`config.mk`:
```
export PLATFORM = sky130hd
export DESIGN_NAME = force_window_sched
export DESIGN_NICKNAME = d
export VERILOG_FILES = /design/src/rtl/force_sched_pkg.sv /design/src/rtl/force_sched_entry.sv /design/src/rtl/force_window_sched.sv
export SDC_FILE = /design/constraint.sdc
export NUM_CORES = 1
export LEC_CHECK = 0
export BUFFER_PORTS_ARGS = -buffer_cell sky130_fd_sc_hd__buf_4
export CORE_ASPECT_RATIO = 1.5
export CORE_MARGIN = 1.5
export CORE_UTILIZATION = 45
export CTS_BUF_LIST = sky130_fd_sc_hd__clkbuf_8
export DETAILED_ROUTE_END_ITERATION = 10
export PLACE_DENSITY = 0.67
export RECOVER_POWER = 25
export SLEW_MARGIN = 0
export SYNTH_ARGS = -nofsm -noshare
export SYNTH_HDL_FRONTEND = slang
export SYNTH_SLANG_ARGS = --single-unit
```
`constraint.sdc`:
```
create_clock -name clk -period 7.4 [get_ports clk]
set_clock_uncertainty 0.05 [all_clocks]
set_input_delay 0.37 -clock clk [delete_from_list [all_inputs] [get_ports clk]]
set_output_delay 0.37 -clock clk [all_outputs]
set_load 0.02 [all_outputs]
```
`src/rtl/force_sched_pkg.sv`:
```
// Shared types for the force/release window scheduler: controller states
// and the default-width schedule entry layout.
package force_sched_pkg;

  localparam int WIDTH_DEF = 8;
  localparam int DEPTH_DEF = 4;
  localparam int CNT_W_DEF = 32;

  typedef enum logic [1:0] {
    IDLE = 2'd0,
    RUN  = 2'd1,
    DONE = 2'd2
  } state_e;

  // Entry layout at default widths; the modules rebuild it at their own widths.
  typedef struct packed {
    logic [CNT_W_DEF-1:0] start;
    logic [CNT_W_DEF-1:0] len;
    logic [WIDTH_DEF-1:0] mask;
    logic [WIDTH_DEF-1:0] value;
  } entry_t;

endpackage

```
`src/rtl/force_sched_entry.sv`:
```
// One schedule entry: stores {start, len, mask, value} and reports the
// per-bit force enable/value it would contribute at the queried cycle.
module force_sched_entry #(
  parameter int WIDTH = 8,
  parameter int CNT_W = 32
) (
  input  logic             clk,
  input  logic             rst_n,
  input  logic             i_wr,
  input  logic [CNT_W-1:0] i_start,
  input  logic [CNT_W-1:0] i_len,
  input  logic [WIDTH-1:0] i_mask,
  input  logic [WIDTH-1:0] i_value,
  input  logic [CNT_W-1:0] i_cyc,
  output logic [WIDTH-1:0] o_en,
  output logic [WIDTH-1:0] o_val
);

  typedef struct packed {
    logic [CNT_W-1:0] start;
    logic [CNT_W-1:0] len;
    logic [WIDTH-1:0] mask;
    logic [WIDTH-1:0] value;
  } ent_t;

  ent_t           r_ent;
  logic [CNT_W:0] w_end;
  logic           w_active;

  always_ff @(posedge clk or negedge rst_n) begin
    if (!rst_n) begin
      r_ent <= '0;
    end else if (i_wr) begin
      r_ent <= '{start: i_start, len: i_len, mask: i_mask, value: i_value};
    end
  end

  // One extra bit on the end so start+len past all-ones stays a long window.
  assign w_end    = {1'b0, r_ent.start} + {1'b0, r_ent.len};
  assign w_active = (r_ent.len != '0) && (i_cyc >= r_ent.start) && ({1'b0, i_cyc} < w_end);
  assign o_en     = w_active ? r_ent.mask : '0;
  assign o_val    = o_en & r_ent.value;

endmodule

```
`src/rtl/force_window_sched.sv`:
```
// Cycle-scheduled force/release controller: runs a cycle counter and forces
// net bits according to DEPTH programmable windows, highest index winning.
module force_window_sched
  import force_sched_pkg::*;
#(
  parameter int  WIDTH = WIDTH_DEF,
  parameter int  DEPTH = DEPTH_DEF,
  parameter int  CNT_W = CNT_W_DEF,
  localparam int IDX_W = (DEPTH > 1) ? $clog2(DEPTH) : 1
) (
  input  logic             clk,
  input  logic             rst_n,
  input  logic             cfg_valid,
  output logic             cfg_ready,
  input  logic [IDX_W-1:0] cfg_idx,
  input  logic [CNT_W-1:0] cfg_start,
  input  logic [CNT_W-1:0] cfg_len,
  input  logic [WIDTH-1:0] cfg_mask,
  input  logic [WIDTH-1:0] cfg_value,
  input  logic             run,
  input  logic             abort,
  input  logic [CNT_W-1:0] stop_cyc,
  input  logic [WIDTH-1:0] net_i,
  output logic [WIDTH-1:0] net_o,
  output logic [WIDTH-1:0] force_en,
  output logic [WIDTH-1:0] force_val,
  output logic [CNT_W-1:0] cyc,
  output logic             busy,
  output logic             done
);

  state_e                        r_state, w_state_nxt;
  logic [CNT_W-1:0]              r_cyc, w_cyc_nxt;
  logic [WIDTH-1:0]              r_fen, r_fval, w_fen_nxt, w_fval_nxt;
  logic                          w_cfg_wr;
  logic [DEPTH-1:0][WIDTH-1:0]   w_ent_en, w_ent_val;

  assign w_cfg_wr = cfg_valid && cfg_ready;

  // Entries are queried with the next cycle so outputs line up with cyc.
  for (genvar g = 0; g < DEPTH; g++) begin : g_ent
    force_sched_entry #(.WIDTH(WIDTH), .CNT_W(CNT_W)) u_ent (
      .clk     (clk),
      .rst_n   (rst_n),
      .i_wr    (w_cfg_wr && (cfg_idx == IDX_W'(g))),
      .i_start (cfg_start),
      .i_len   (cfg_len),
      .i_mask  (cfg_mask),
      .i_value (cfg_value),
      .i_cyc   (w_cyc_nxt),
      .o_en    (w_ent_en[g]),
      .o_val   (w_ent_val[g])
    );
  end

  always_ff @(posedge clk or negedge rst_n) begin
    if (!rst_n) begin
      r_state <= IDLE;
      r_cyc   <= '0;
      r_fen   <= '0;
      r_fval  <= '0;
    end else begin
      r_state <= w_state_nxt;
      r_cyc   <= w_cyc_nxt;
      r_fen   <= w_fen_nxt;
      r_fval  <= w_fval_nxt;
    end
  end

  always_comb begin
    w_state_nxt = r_state;
    w_cyc_nxt   = r_cyc;
    unique case (r_state)
      IDLE, DONE: begin
        if (run) begin
          w_state_nxt = RUN;
          w_cyc_nxt   = '0;
        end
      end
      RUN: begin
        if (r_cyc == stop_cyc) w_state_nxt = DONE;
        else if (r_cyc != '1)  w_cyc_nxt   = r_cyc + CNT_W'(1);
      end
      default: w_state_nxt = IDLE;
    endcase
    if (abort) begin
      w_state_nxt = IDLE;
      w_cyc_nxt   = r_cyc;
    end
  end

  // Later (higher-index) entries overwrite the bits they cover.
  always_comb begin
    w_fen_nxt  = '0;
    w_fval_nxt = '0;
    if (w_state_nxt == RUN) begin
      for (int k = 0; k < DEPTH; k++) begin
        w_fval_nxt = (w_fval_nxt & ~w_ent_en[k]) | w_ent_val[k];
        w_fen_nxt  = w_fen_nxt | w_ent_en[k];
      end
    end
  end

  assign force_en  = r_fen;
  assign force_val = r_fval;
  assign net_o     = r_fval | (net_i & ~r_fen);
  assign cyc       = r_cyc;
  assign busy      = (r_state == RUN);
  assign done      = (r_state == DONE);
  assign cfg_ready = (r_state != RUN);

endmodule

```
==> results.ini, run 1 <==
[outcome]
outcome = finished, violations left
violations = capacitance limit, slew limit

[floorplanning]
dieWidth_um = 203
die_h_um = 304
ios = 186
die-area_um2 = 61800
core-area_um2 = 59900
fp-row-count = 110
initial_core_util_pct = 45.3

[final_layout]
drive_gt1_share_pct = 21.9
nNetsFinal = 3547
regArea_um2 = 9260
multiInputGateArea_um2 = 16900
area_growth_pct = 17.7
n_fill_cell = 5398

[clock_network]
cts_tree = yes
post_cts_buffers = 0
cts-root-buf = clkbuf_8
clock_latency_ns = 0.71
cts.sinks = 370
htreeDepth = 2
cts_buffers = 61
clkTransAtPathRegs_ns = 0.07
clk_path_buf_depth = 3

[timing]
drv_slew = 217
period_minus_slack_ns = 6.92
post-route-period-util_pct = 93.5
setup_tns_ns = 0
tightest_slew_ns = 4.19
whs_ns = 0.193
max_freq_mhz = 145
grt_setup_unrepaired = no
slew_headroom_pct = -179
finalSetupViolations = 0
hold_viol_final = 0

[yosys]
synth_seq_cells = 370
synth-async-reset-ratio_pct = 100
ys_types = 90
syn_avg_cell_area_um2 = 9.99
synth_top_area_share_pct = 34.1
syn-cell-area_um2 = 27100
syn_nets = 3218
yosysMostFrequentCell = ha_1
synth_ff_type = dfrtp_1
netlist_instances = 2715
ys_top_cells_by_area = dfrtp_1, ha_1, mux2_2
synth_common_cells = ha_1, dfrtp_1, mux2_2
seq_area_frac_synth_pct = 34.1
synth-edff-count = 0
yosys.area.top_type = dfrtp_1
yosys_warnings = 0

[job]
max_cap_violations = 2

[route]
post-route-drc-count = 0
ant_nets = 0
drt_iter0_drc = 1318
drt_wl_total_um = 89200
vias_per_cell = 5.93
dr_total_vias = 23000
firstDrtPassIters = 6
wl_per_cell_um = 23.0

[global_route]
grt_max_degree = 157
grt_pass1_wl_um = 138000
grt.total_usage_pct = 29.1
grt.overflow.total = 0
antenna_found_initial = 1
grt_pass1_vias = 24100

[min_path]
hp-class = input port to flop

[power]
p_per_area_nw_per_um2 = 280
pwr-share-seq_pct = 31.6
clkPwrFrac_pct = 23.2
vdd.ir_drop.worst_v = 0.000189
pwr-share-comb_pct = 45.2
p_sw_share_pct = 39.7
p_leak_nw = 15.7
p_sw_mw = 3.56
intPower_mw = 5.40

[worst_setup_path]
worstSetupPathType = flop to flop
crit_path_end_kind = flop
path_cells = xor2_1 > nor4_1 > nand4_1 > or2_2 > nand2_1 > or4_1 > nor4_2 > nand3_1 > nor2_1 > nand4_1 > mux2i_2 > ha_1 > a21o_1 > a21o_1 > a21oi_1 > nand2_1 > nor4_1 > o211ai_2 > a21boi_4 > a2111oi_0 > or3_1 > o21ai_1
cp_slowest_cell = nor4_1
cp.arrival_ns = 7.50
crit_fanout = 9
max_stage_delay_ns = 0.65
crit_required_ns = 7.99
startpoint_type = flop

[place]
gp_congestion = 0.968
placement.io_buffers = 185
dp_hpwl_um = 70000

-- logic make-up (layout without fill, tap and decap cells) --
family          after synthesis  in the layout  share of synthesized area [%]
flops                       370            370                           34.1
xor+xnor                    150            150                           4.84
buf+inv                     243            622                           3.51
fa+ha+maj                   378            378                           17.5
compound gates              644            644                           15.6
mux                         300            300                           12.4
simple gates                630            630                           12.0
other cells                   0              1                              0
-- per-layer routing --
metal,vias to the layer above,track usage (%),wire length [um]
met5,-,0,0
met4,0,22.7,7970
met3,327,3.56,3220
met2,687,52.3,45800
met1,11300,30.3,32200
li1,10700,-,-
-- path summary, 6_finish.rpt --
check | startpoint | slack (ns) | endpoint | cells past startpoint
hold reg to reg | g_ent[1].u_ent.r_ent[2]$_DFFE_PN0P_ | 0.46 | g_ent[1].u_ent.r_ent[2]$_DFFE_PN0P_ | 1
setup / recovery | cyc[11]$_DFF_PN0_ | 0.48 | force_val[6]$_DFF_PN0_ | 22
setup reg to reg | cyc[11]$_DFF_PN0_ | 0.48 | force_val[6]$_DFF_PN0_ | 22
max in group asynchronous | rst_n | 1.79 | g_ent[3].u_ent.r_ent[75]$_DFFE_PN0P_ | 3
hold / removal | cfg_idx[1] | 0.19 | g_ent[0].u_ent.r_ent[51]$_DFFE_PN0P_ | 5
min in group asynchronous | rst_n | 1.61 | g_ent[0].u_ent.r_ent[17]$_DFFE_PN0P_ | 2
-- through the flow --
step / area [um2] / setup slack, ns / utilization, % / instances / total power, mW
detailed placement: 29700 / 0.455 / 49.6 / 3681 / 6.82
finish: 31900 / 0.482 / 53.3 / 3879 / 8.95
CTS: 31900 / 0.430 / 53.4 / 3878 / 8.98
global route: 31900 / 0.0392 / 53.3 / 3879 / 9.62
floorplan: 27100 / 1.73 / - / 2715 / 5.70
global placement: 29700 / 0.602 / 49.6 / 3681 / 6.68
-- state kept, by name (all words and copies together) (netlist names) --
register           flops
g_ent.u_ent.r_ent    320
cyc                   32
force_en               8
force_val              8
r_state                2
-- power groups by stage --
stage / combinational, mW / clock [mW] / sequential (mW)
2_1_floorplan: 3.00 / 0 / 2.70
3_3_place_gp: 3.83 / 0 / 2.85
3_5_place_dp: 3.96 / 0 / 2.86
4_1_cts: 4.03 / 2.12 / 2.83
5_1_grt: 4.54 / 2.20 / 2.88
6_report: 4.05 / 2.07 / 2.83
-- layout by cell type, fill, tap and decap left out, drive strengths merged, types with 19 or more instances in the layout --
cell	synthesis	routed
o21ai	144	144
a31oi	28	28
a211oi	31	31
nor4	52	52
nor3	41	41
xnor2	43	43
nand3	57	57
dfrtp	370	370
buf	18	239
a21o	101	101
ha	372	372
nor2b	25	25
mux2	290	290
a21oi	164	164
nand2b	34	34
o211ai	30	30
nand4	62	62
o21a	19	19
dlygate4sd3	0	84
or3	19	19
inv	183	197
clkbuf	41	80
nand2	159	159
xor2	107	107
nor2	109	109
-- area by class of cell --
| class | instances | area share [%] |
|---|---|---|
| antenna | 1 | 0.00784 |
| clock buffer | 78 | 3.36 |
| clock inverter | 35 | 1.00 |
| inverter | 184 | 2.16 |
| multi-input combinational | 2102 | 53.1 |
| sequential | 370 | 29.0 |
| tap | 784 | 3.07 |
| timing repair buffer | 325 | 8.33 |
-- critical path: cells and delay by family (launching register included) --
kind,cells,cell delay [ns]
and+or+nand+nor,12,3.38
AOI/OAI and AO/OA,7,1.76
muxes,1,0.54
DFF,1,0.51
adders and majority gates,1,0.36
xor gates and xnor gates,1,0.21
-- what timing repair did --
action	in CTS	in global routing
endpoints found under the setup margin	0	8
resized for setup	0	1
hold buffers	84	0
hold endpoints to repair	391	0
(Power assumes the default switching activity.)
==> run 2: changes to the inputs <==
--- a/config.mk
+++ b/config.mk
@@ -16,4 +16,5 @@
 export SLEW_MARGIN = 0
 export SYNTH_ARGS = -nofsm -noshare
 export SYNTH_HDL_FRONTEND = slang
+export SYNTH_HIERARCHICAL = 1
 export SYNTH_SLANG_ARGS = --single-unit
==> run 2 against run 1 <==
The flow still finishes with violations (capacitance limit, slew limit). Final cell count is 9.8% higher. Worst hold slack worse by 0.16 ns. Total power is 2.8% higher. Sequential power hardly changed. Critical path depth is 1 lower. Worst setup slack better by 0.31 ns. Die area is 6.7% higher. Via count is 12% higher. Global-route usage is 0.15 points higher. Combinational power is 6.9% higher. Flip-flop and latch count stayed put.
==> results.ini, run 2 <==
[outcome]
outcome = finished, violations left  ; unchanged
violations = capacitance limit, slew limit  ; unchanged

[worst_setup_path]
crit-reg2reg-launch = cyc[10]$_DFF_PN0_  ; was cyc[11]$_DFF_PN0_
rr_endpoint = force_val[1]$_DFF_PN0_  ; was force_val[6]$_DFF_PN0_
cp.arrival_ns = 7.18  ; was 7.50 ns
regToRegSetupSlack_ns = 0.80  ; was 0.48 ns
startpoint_type = flop  ; unchanged
path_cells = xnor2_2 > nand4_1 > nor4_4 > a21o_1 > buf_4 > o311a_1 > a221o_1 > ha_1 > a21oi_1 > o21ai_1 > a211o_1 > a211oi_1 > nor3_1 > o41ai_1 > a31oi_1 > buf_4 > a21oi_1 > a21oi_1 > o21bai_1 > a21oi_1 > nor3_1  ; was xor2_1 > nor4_1 > nand4_1 > or2_2 > nand2_1 > or4_1 > nor4_2 > nand3_1 > nor2_1 > nand4_1 > mux2i_2 > ha_1 > a21o_1 > a21o_1 > a21oi_1 > nand2_1 > nor4_1 > o211ai_2 > a21boi_4 > a2111oi_0 > or3_1 > o21ai_1
crit_path_end_kind = flop  ; unchanged
critPathMostFrequentCell = a21oi_1
cp_slowest_cell = o41ai_1  ; was nor4_1
crit_buf_inv = 2  ; was 0
max_stage_delay_ns = 0.89  ; was 0.65 ns
reg2reg_depth = 21  ; was 22
crit_fanout = 16  ; was 9
worstSetupPathType = flop to flop  ; unchanged
path_delay_family = compound AO/OA/AOI/OAI gates  ; was simple AND/OR/NAND/NOR gates
crit_required_ns = 7.98  ; was 7.99 ns

[power]
pwr-share-seq_pct = 30.6  ; was 31.6%
p_per_area_nw_per_um2 = 275  ; was 280 nW/um2
vdd.ir_drop.worst_v = 0.000169  ; was 0.000189 V
intPower_mw = 5.42  ; was 5.40 mW
p_sw_mw = 3.79  ; was 3.56 mW
power.total_mw = 9.21  ; was 8.95 mW
p_sw_share_pct = 41.2  ; was 39.7%
clkPwrFrac_pct = 22.4  ; was 23.2%
p_leak_nw = 15.6  ; was 15.7 nW
pwr-share-comb_pct = 47.1  ; was 45.2%

[min_path]
hold_end = r_state[0]$_DFF_PN0_  ; was g_ent[0].u_ent.r_ent[51]$_DFFE_PN0P_
hp-class = input port to flop  ; unchanged
min-delay-start = abort  ; was cfg_idx[1]
hold_depth = 2  ; was 5

[yosys]
netlist_instances = 3134  ; was 2715
syn_nets = 3646  ; was 3218
ys_top_cells_by_area = dfrtp_1, ha_1, mux2_2  ; unchanged
synth_ff_type = dfrtp_1  ; unchanged
synth_top_area_share_pct = 32.0  ; was 34.1%
synthSimpleGateAreaFrac_pct = 15.0  ; was 12.0%
yosys_warnings = 6  ; was 0
ys_types = 99  ; was 90
syn-cell-area_um2 = 29000  ; was 27100 um2
yosys.area.top_type = dfrtp_1  ; unchanged
yosysMostFrequentCell = ha_1  ; unchanged
synth-edff-count = 0  ; unchanged
synth_top_family_by_area = compound AO/OA/AOI/OAI gates  ; was adder cells
synth-xor-area-share_pct = 4.00  ; was 4.84%
synth_compound_area_share_pct = 20.1  ; was 15.6%
synth_common_cells = ha_1, dfrtp_1, nand2_1  ; was ha_1, dfrtp_1, mux2_2
seq_area_frac_synth_pct = 32.0  ; was 34.1%
synth_seq_cells = 370  ; unchanged
synthMuxAreaShare_pct = 7.58  ; was 12.4%
synthAdderAreaFrac_pct = 16.7  ; was 17.5%
syn_avg_cell_area_um2 = 9.24  ; was 9.99 um2
synth-async-reset-ratio_pct = 100  ; unchanged

[clock_network]
cts_tree = yes  ; unchanged
cts_buffers = 60  ; was 61
cts.sinks = 370  ; unchanged
cts-root-buf = clkbuf_8  ; unchanged
clock_latency_ns = 0.76  ; was 0.71 ns
post_cts_buffers = 0  ; unchanged
ctsResizeCount = 0  ; unchanged
htreeDepth = 2  ; unchanged
clk_path_buf_depth = 3  ; unchanged
clkTransAtPathRegs_ns = 0.07  ; about the same

[global_route]
grt.overflow.total = 0  ; unchanged
grt_pass1_vias = 25000  ; was 24100
antenna_found_initial = 2  ; was 1
grt.total_usage_pct = 29.2  ; was 29.1%
grt_max_degree = 162  ; was 157
grt_pass1_wl_um = 147000  ; was 138000 um

[final_layout]
final_common_cell = ha_1  ; unchanged
nNetsFinal = 3914  ; was 3547
regMostFlops = g_ent.u_ent/r_ent  ; was g_ent.u_ent.r_ent
largest_reg_flops = 320  ; unchanged
area_growth_pct = 15.6  ; was 17.7%
mostFrequentLayoutCells = ha_1, dfrtp_1, nand2_1, buf_4, o21ai_0  ; was ha_1, dfrtp_1, mux2_2, buf_4, inv_1
drive_gt1_share_pct = 17.7  ; was 21.9%

[timing]
setup_tns_ns = 0  ; unchanged
drv_slew = 217  ; unchanged
max_freq_mhz = 151  ; was 145 MHz
grt_setup_unrepaired = no  ; unchanged
post-route-period-util_pct = 89.2  ; was 93.5%
hold_viol_final = 0  ; unchanged
whs_ns = 0.0316  ; was 0.193 ns
period_minus_slack_ns = 6.60  ; was 6.92 ns
finalSetupViolations = 0  ; unchanged
slew_headroom_pct = -130  ; was -179%
tightest_slew_ns = 3.45  ; was 4.19 ns

[job]
max_cap_violations = 2  ; unchanged

[route]
firstDrtPassIters = 5  ; was 6
drt_wl_total_um = 96500  ; was 89200 um
vias_per_cell = 6.03  ; was 5.93
dr_total_vias = 25700  ; was 23000
wl_per_cell_um = 22.7  ; was 23.0 um
post-route-drc-count = 0  ; unchanged
ant_nets = 0  ; unchanged
drt_iter0_drc = 1702  ; was 1318

[floorplanning]
die-area_um2 = 65900  ; was 61800 um2
dieWidth_um = 210  ; was 203 um
die_h_um = 314  ; was 304 um
core-area_um2 = 63500  ; was 59900 um2
ios = 186  ; unchanged
initial_core_util_pct = 45.6  ; was 45.3%
fp-row-count = 113  ; was 110

[place]
gp_congestion = 0.971  ; was 0.968
dp_hpwl_um = 74700  ; was 70000 um
placement.io_buffers = 185  ; unchanged

-- run 2: cell count changes after synthesis, sizes merged, moves of 18 or more --
cell    delta
a21oi     +55
a31oi     -18
buf       +26
clkbuf    +27
inv       +28
mux2      -98
nand2    +127
nand3     +22
o21ai    +118
o21bai    +18
o311ai    +18
xnor2     +46
xor2      -67
-- run 2: what timing repair did --
action / CTS / global route
endpoints found under the setup margin: 0 / 0
hold buffers: 84 / 0
hold endpoints to repair: 374 / 0
-- run 2: logic make-up (layout without fill, tap and decap cells) --
family,count (synthesis),after routing
XOR/XNOR,129,129
multiplexers,194,194
AND/OR/NAND/NOR,846,846
adder cells (fa/ha/maj),385,385
buffers and inverters,326,642
other,0,3
AO/OA/AOI/OAI,884,884
flip-flops,370,370
-- run 2: stage by stage --
stage | area [um2] | util [%] | instances | worst slack, ns
final | 33500 | 52.8 | 4258 | 0.797
after global routing | 33500 | 52.8 | 4257 | 0.660
after CTS | 33500 | 52.8 | 4255 | 1.18
after detailed placement | 31300 | 49.3 | 4061 | 1.20
after global placement | 31300 | 49.3 | 4061 | 1.30
after floorplan | 29000 | - | 3134 | 2.51
-- run 2: area by class of cell --
cell class	instances	area, um2
tap	805	1010
clock buffer	81	1110
fill	5846	30000
clock inverter	29	258
multi-input combinational	2438	18400
sequential	370	9260
antenna	3	7.51
inverter	214	803
timing repair buffer	318	2610
-- run 2: worst register-to-register path: stages, from the launching register on --
cell	delay, ns
dfrtp_1	0.59
xnor2_2	0.16
nand4_1	0.22
nor4_4	0.53
a21o_1	0.48
buf_4	0.29
o311a_1	0.18
a221o_1	0.43
ha_1	0.35
a21oi_1	0.12
o21ai_1	0.08
a211o_1	0.30
a211oi_1	0.66
nor3_1	0.16
o41ai_1	0.89
a31oi_1	0.17
buf_4	0.24
a21oi_1	0.20
a21oi_1	0.09
o21bai_1	0.13
a21oi_1	0.08
nor3_1	0.12
-- run 2: routing by layer --
metal  wire [um]  up-vias  global-route usage, %
met1       38300    12400                   34.6
met3        4780      308                   3.77
met5           0        -                      0
met4        6770        0                   17.7
met2       46600      866                   50.3
li1            -    12100                      -
-- run 2: worst max path at each step --
stage	startpoint	end	slack [ns]	cells past startpoint
CTS	cyc[10]$_DFF_PN0_	force_en[6]$_DFF_PN0_	1.18	16
detailed placement	cyc[10]$_DFF_PN0_	force_val[7]$_DFF_PN0_	1.20	21
global route	cyc[10]$_DFF_PN0_	force_val[6]$_DFF_PN0_	0.66	21
global placement	cyc[10]$_DFF_PN0_	force_en[6]$_DFF_PN0_	1.30	16
floorplan	cyc[0]$_DFF_PN0_	force_val[0]$_DFF_PN0_	2.51	24
finish	cyc[10]$_DFF_PN0_	force_val[1]$_DFF_PN0_	0.80	21
-- run 2: power groups by stage --
stage          Sequential (mW)  Combinational [mW]  Clock, mW
5_1_grt                   2.86                4.83       2.18
2_1_floorplan             2.67                3.21          0
6_report                  2.81                4.33       2.06
3_5_place_dp              2.84                4.23          0
3_3_place_gp              2.83                4.17          0
4_1_cts                   2.81                4.29       2.09
==> run 3: changes to the inputs <==
==> constraint.sdc (replaced) <==
create_clock -name clk -period 7.4 [get_ports clk]
set_clock_uncertainty 0.05 [all_clocks]
set_input_delay 0.74 -clock clk [delete_from_list [all_inputs] [get_ports clk]]
set_output_delay 0.74 -clock clk [all_outputs]
set_load 0.02 [all_outputs]
==> run 3 against run 2 <==
The flow still finishes with violations (capacitance limit, slew limit). First-iteration DRC count rose by 4.2%. Combinational power barely moved. Global-route usage rose by 0.16 points. Wire length rose by 0.75%. Sequential power barely moved. Total power rose by 0.39%. Flip-flop and latch count did not move. Die area did not move. Non-clock buffer count fell by 79. Clock power rose by 2%. Critical path depth fell by 1. Count of clock-buffer cells in the layout fell by 1.
==> results.ini, run 3 (same netlist as run 2, synthesis figures left out) <==
[worst_setup_path]
critPathMostFrequentCell = a21o_1  ; was a21oi_1
path_delay_family = compound AO/OA/AOI/OAI gates  ; unchanged
crit_required_ns = 7.94  ; was 7.98 ns
max_stage_delay_ns = 0.75  ; was 0.89 ns
crit-reg2reg-launch = cyc[17]$_DFF_PN0_  ; was cyc[10]$_DFF_PN0_
reg2reg_depth = 20  ; was 21
crit_path_end_kind = flop  ; unchanged
path_cells = xnor2_1 > nand4_1 > nor4_4 > a21o_1 > buf_4 > o311a_1 > a211o_1 > ha_1 > a21o_1 > a21o_1 > a2111oi_4 > o31ai_1 > a2111o_1 > o311ai_4 > a211oi_1 > inv_1 > a21oi_1 > o21bai_1 > a21oi_1 > nor3_1  ; was xnor2_2 > nand4_1 > nor4_4 > a21o_1 > buf_4 > o311a_1 > a221o_1 > ha_1 > a21oi_1 > o21ai_1 > a211o_1 > a211oi_1 > nor3_1 > o41ai_1 > a31oi_1 > buf_4 > a21oi_1 > a21oi_1 > o21bai_1 > a21oi_1 > nor3_1
cp_slowest_cell = o311ai_4  ; was o41ai_1
cp.depth = 20  ; was 21
startpoint = cyc[17]$_DFF_PN0_  ; was cyc[10]$_DFF_PN0_
crit_fanout = 19  ; was 16
cp.arrival_ns = 6.86  ; was 7.18 ns
crit_buf_inv = 2  ; unchanged
startpoint_type = flop  ; unchanged
worstSetupPathType = flop to flop  ; unchanged

[power]
p_leak_nw = 15.2  ; was 15.6 nW
vdd.ir_drop.worst_v = 0.000178  ; was 0.000169 V
intPower_mw = 5.44  ; was 5.42 mW
clkPwrFrac_pct = 22.7  ; was 22.4%
p_per_area_nw_per_um2 = 283  ; was 275 nW/um2
p_sw_mw = 3.80  ; was 3.79 mW
pwr-share-comb_pct = 46.6  ; was 47.1%
pwr-share-seq_pct = 30.7  ; was 30.6%
p_sw_share_pct = 41.1  ; was 41.2%

[final_layout]
multiInputGateArea_um2 = 18400  ; unchanged
mostFrequentLayoutCells = ha_1, dfrtp_1, nand2_1, buf_4, o21ai_0  ; unchanged
largest_reg_flops = 320  ; unchanged
drive_gt1_share_pct = 18.1  ; was 17.7%
regMostFlops = g_ent.u_ent/r_ent  ; unchanged
regArea_um2 = 9260  ; unchanged
area_growth_pct = 12.9  ; was 15.6%
final_common_cell = ha_1  ; unchanged
n_fill_cell = 5981  ; was 5846
nNetsFinal = 3836  ; was 3914
postLayoutCoreUtil_pct = 51.5  ; was 52.8%

[route]
ant_nets = 0  ; unchanged
met2WireLength_um = 47900  ; was 46600 um
drt_wl_total_um = 97200  ; was 96500 um
vias_per_cell = 6.07  ; was 6.03
post-route-drc-count = 0  ; unchanged
dr_total_vias = 25400  ; was 25700
firstDrtPassIters = 6  ; was 5
drt-met1-wl_um = 38400  ; was 38300 um
met3_length_um = 4630  ; was 4780 um
drt_iter0_drc = 1773  ; was 1702
highest_layer = met5  ; was met4
wl_per_cell_um = 23.3  ; was 22.7 um

[outcome]
violations = capacitance limit, slew limit  ; unchanged
outcome = finished, violations left  ; unchanged

[clock_network]
cts_buffers = 61  ; was 60
htreeDepth = 2  ; unchanged
clkTransAtPathRegs_ns = 0.07  ; about the same
cts.sinks = 370  ; unchanged
post_cts_buffers = 0  ; unchanged
cts_tree = yes  ; unchanged
clock_latency_ns = 0.71  ; was 0.76 ns
clk_path_buf_depth = 3  ; unchanged
cts-root-buf = clkbuf_8  ; unchanged

[timing]
whs_ns = 0.227  ; was 0.0316 ns
max_freq_mhz = 158  ; was 151 MHz
hold_viol_final = 0  ; unchanged
period_minus_slack_ns = 6.32  ; was 6.60 ns
post-route-period-util_pct = 85.3  ; was 89.2%
finalSetupViolations = 0  ; unchanged
slew_headroom_pct = -214  ; was -130%
grt_setup_unrepaired = no  ; unchanged
drv_slew = 164  ; was 217
tightest_slew_ns = 4.70  ; was 3.45 ns
setup_tns_ns = 0  ; unchanged

[min_path]
hp-class = input port to flop  ; unchanged
min-delay-start = cfg_len[17]  ; was abort
hold_depth = 2  ; unchanged

[global_route]
grt.overflow.total = 0  ; unchanged
grt_pass1_vias = 24800  ; was 25000
grt_pass1_wl_um = 147000  ; about the same
grt.total_usage_pct = 29.4  ; was 29.2%
antenna_found_initial = 2  ; unchanged
grt_max_degree = 111  ; was 162

[floorplanning]
fp-row-count = 113  ; unchanged
dieWidth_um = 210  ; unchanged
die_h_um = 314  ; unchanged
die-area_um2 = 65900  ; unchanged
core-area_um2 = 63500  ; unchanged
ios = 186  ; unchanged
initial_core_util_pct = 45.6  ; unchanged

[place]
gp_congestion = 0.942  ; was 0.971
placement.io_buffers = 185  ; unchanged
dp_hpwl_um = 76200  ; was 74700 um

[job]
max_cap_violations = 1  ; was 2

[run 3: cell types whose count changed in the layout (fill, tap and decap cells not counted), sizes merged]
cell / delta
dlygate4sd3: -83
clkinv: -5
inv: +4
buf: +3
bufinv: +2
diode: -2
[run 3: area by class of cell]
cell class,count,area share [%]
Multi-Input combinational cell,2438,56.4
Sequential cell,370,28.3
Timing Repair Buffer,239,5.48
Clock buffer,80,3.37
Tap cell,805,3.08
Inverter,214,2.46
Clock inverter,30,0.918
Antenna cell,1,0.00765
[run 3: routing by layer]
layer	track usage, %	vias to the layer above
li1	-	12000
met1	34.7	12300
met2	51.4	826
met3	3.44	270
met4	16.7	2
met5	0	-
[run 3: what timing repair did]
item	4_1_cts	5_1_grt
hold buffers	1	0
gates resized for setup	0	0
hold endpoints to repair	31	0
[run 3: final timing paths]
| kind | end | slack [ns] |
|---|---|---|
| worst max-delay path | force_val[7]$_DFF_PN0_ | 1.08 |
| worst min-delay path | g_ent[2].u_ent/r_ent[33]$_DFFE_PN0P_ | 0.23 |
| worst max register to register | force_val[7]$_DFF_PN0_ | 1.08 |
| worst min register to register | g_ent[3].u_ent/r_ent[0]$_DFFE_PN0P_ | 0.46 |
| max in group asynchronous | g_ent[1].u_ent/r_ent[79]$_DFFE_PN0P_ | 1.34 |
| min in group asynchronous | cyc[25]$_DFF_PN0_ | 2.27 |
[run 3: per-stage QoR]
step / power, mW / cell area [um2] / std cells / setup slack, ns
after CTS: 9.24 / 32700 / 4176 / 1.13
after global routing: 9.89 / 32700 / 4177 / 0.399
after detailed placement: 7.10 / 31300 / 4065 / 0.937
after floorplan: 5.87 / 29000 / 3134 / 2.38
after global placement: 7.04 / 31300 / 4065 / 1.08
final: 9.24 / 32700 / 4177 / 1.08
[run 3: power by group through the flow]
stage / Sequential (mW) / Clock [mW] / Combinational (mW)
CTS: 2.83 / 2.15 / 4.27
detailed placement: 2.86 / 0 / 4.25
finish: 2.84 / 2.10 / 4.31
floorplan: 2.67 / 0 / 3.21
global placement: 2.85 / 0 / 4.19
global route: 2.87 / 2.22 / 4.80
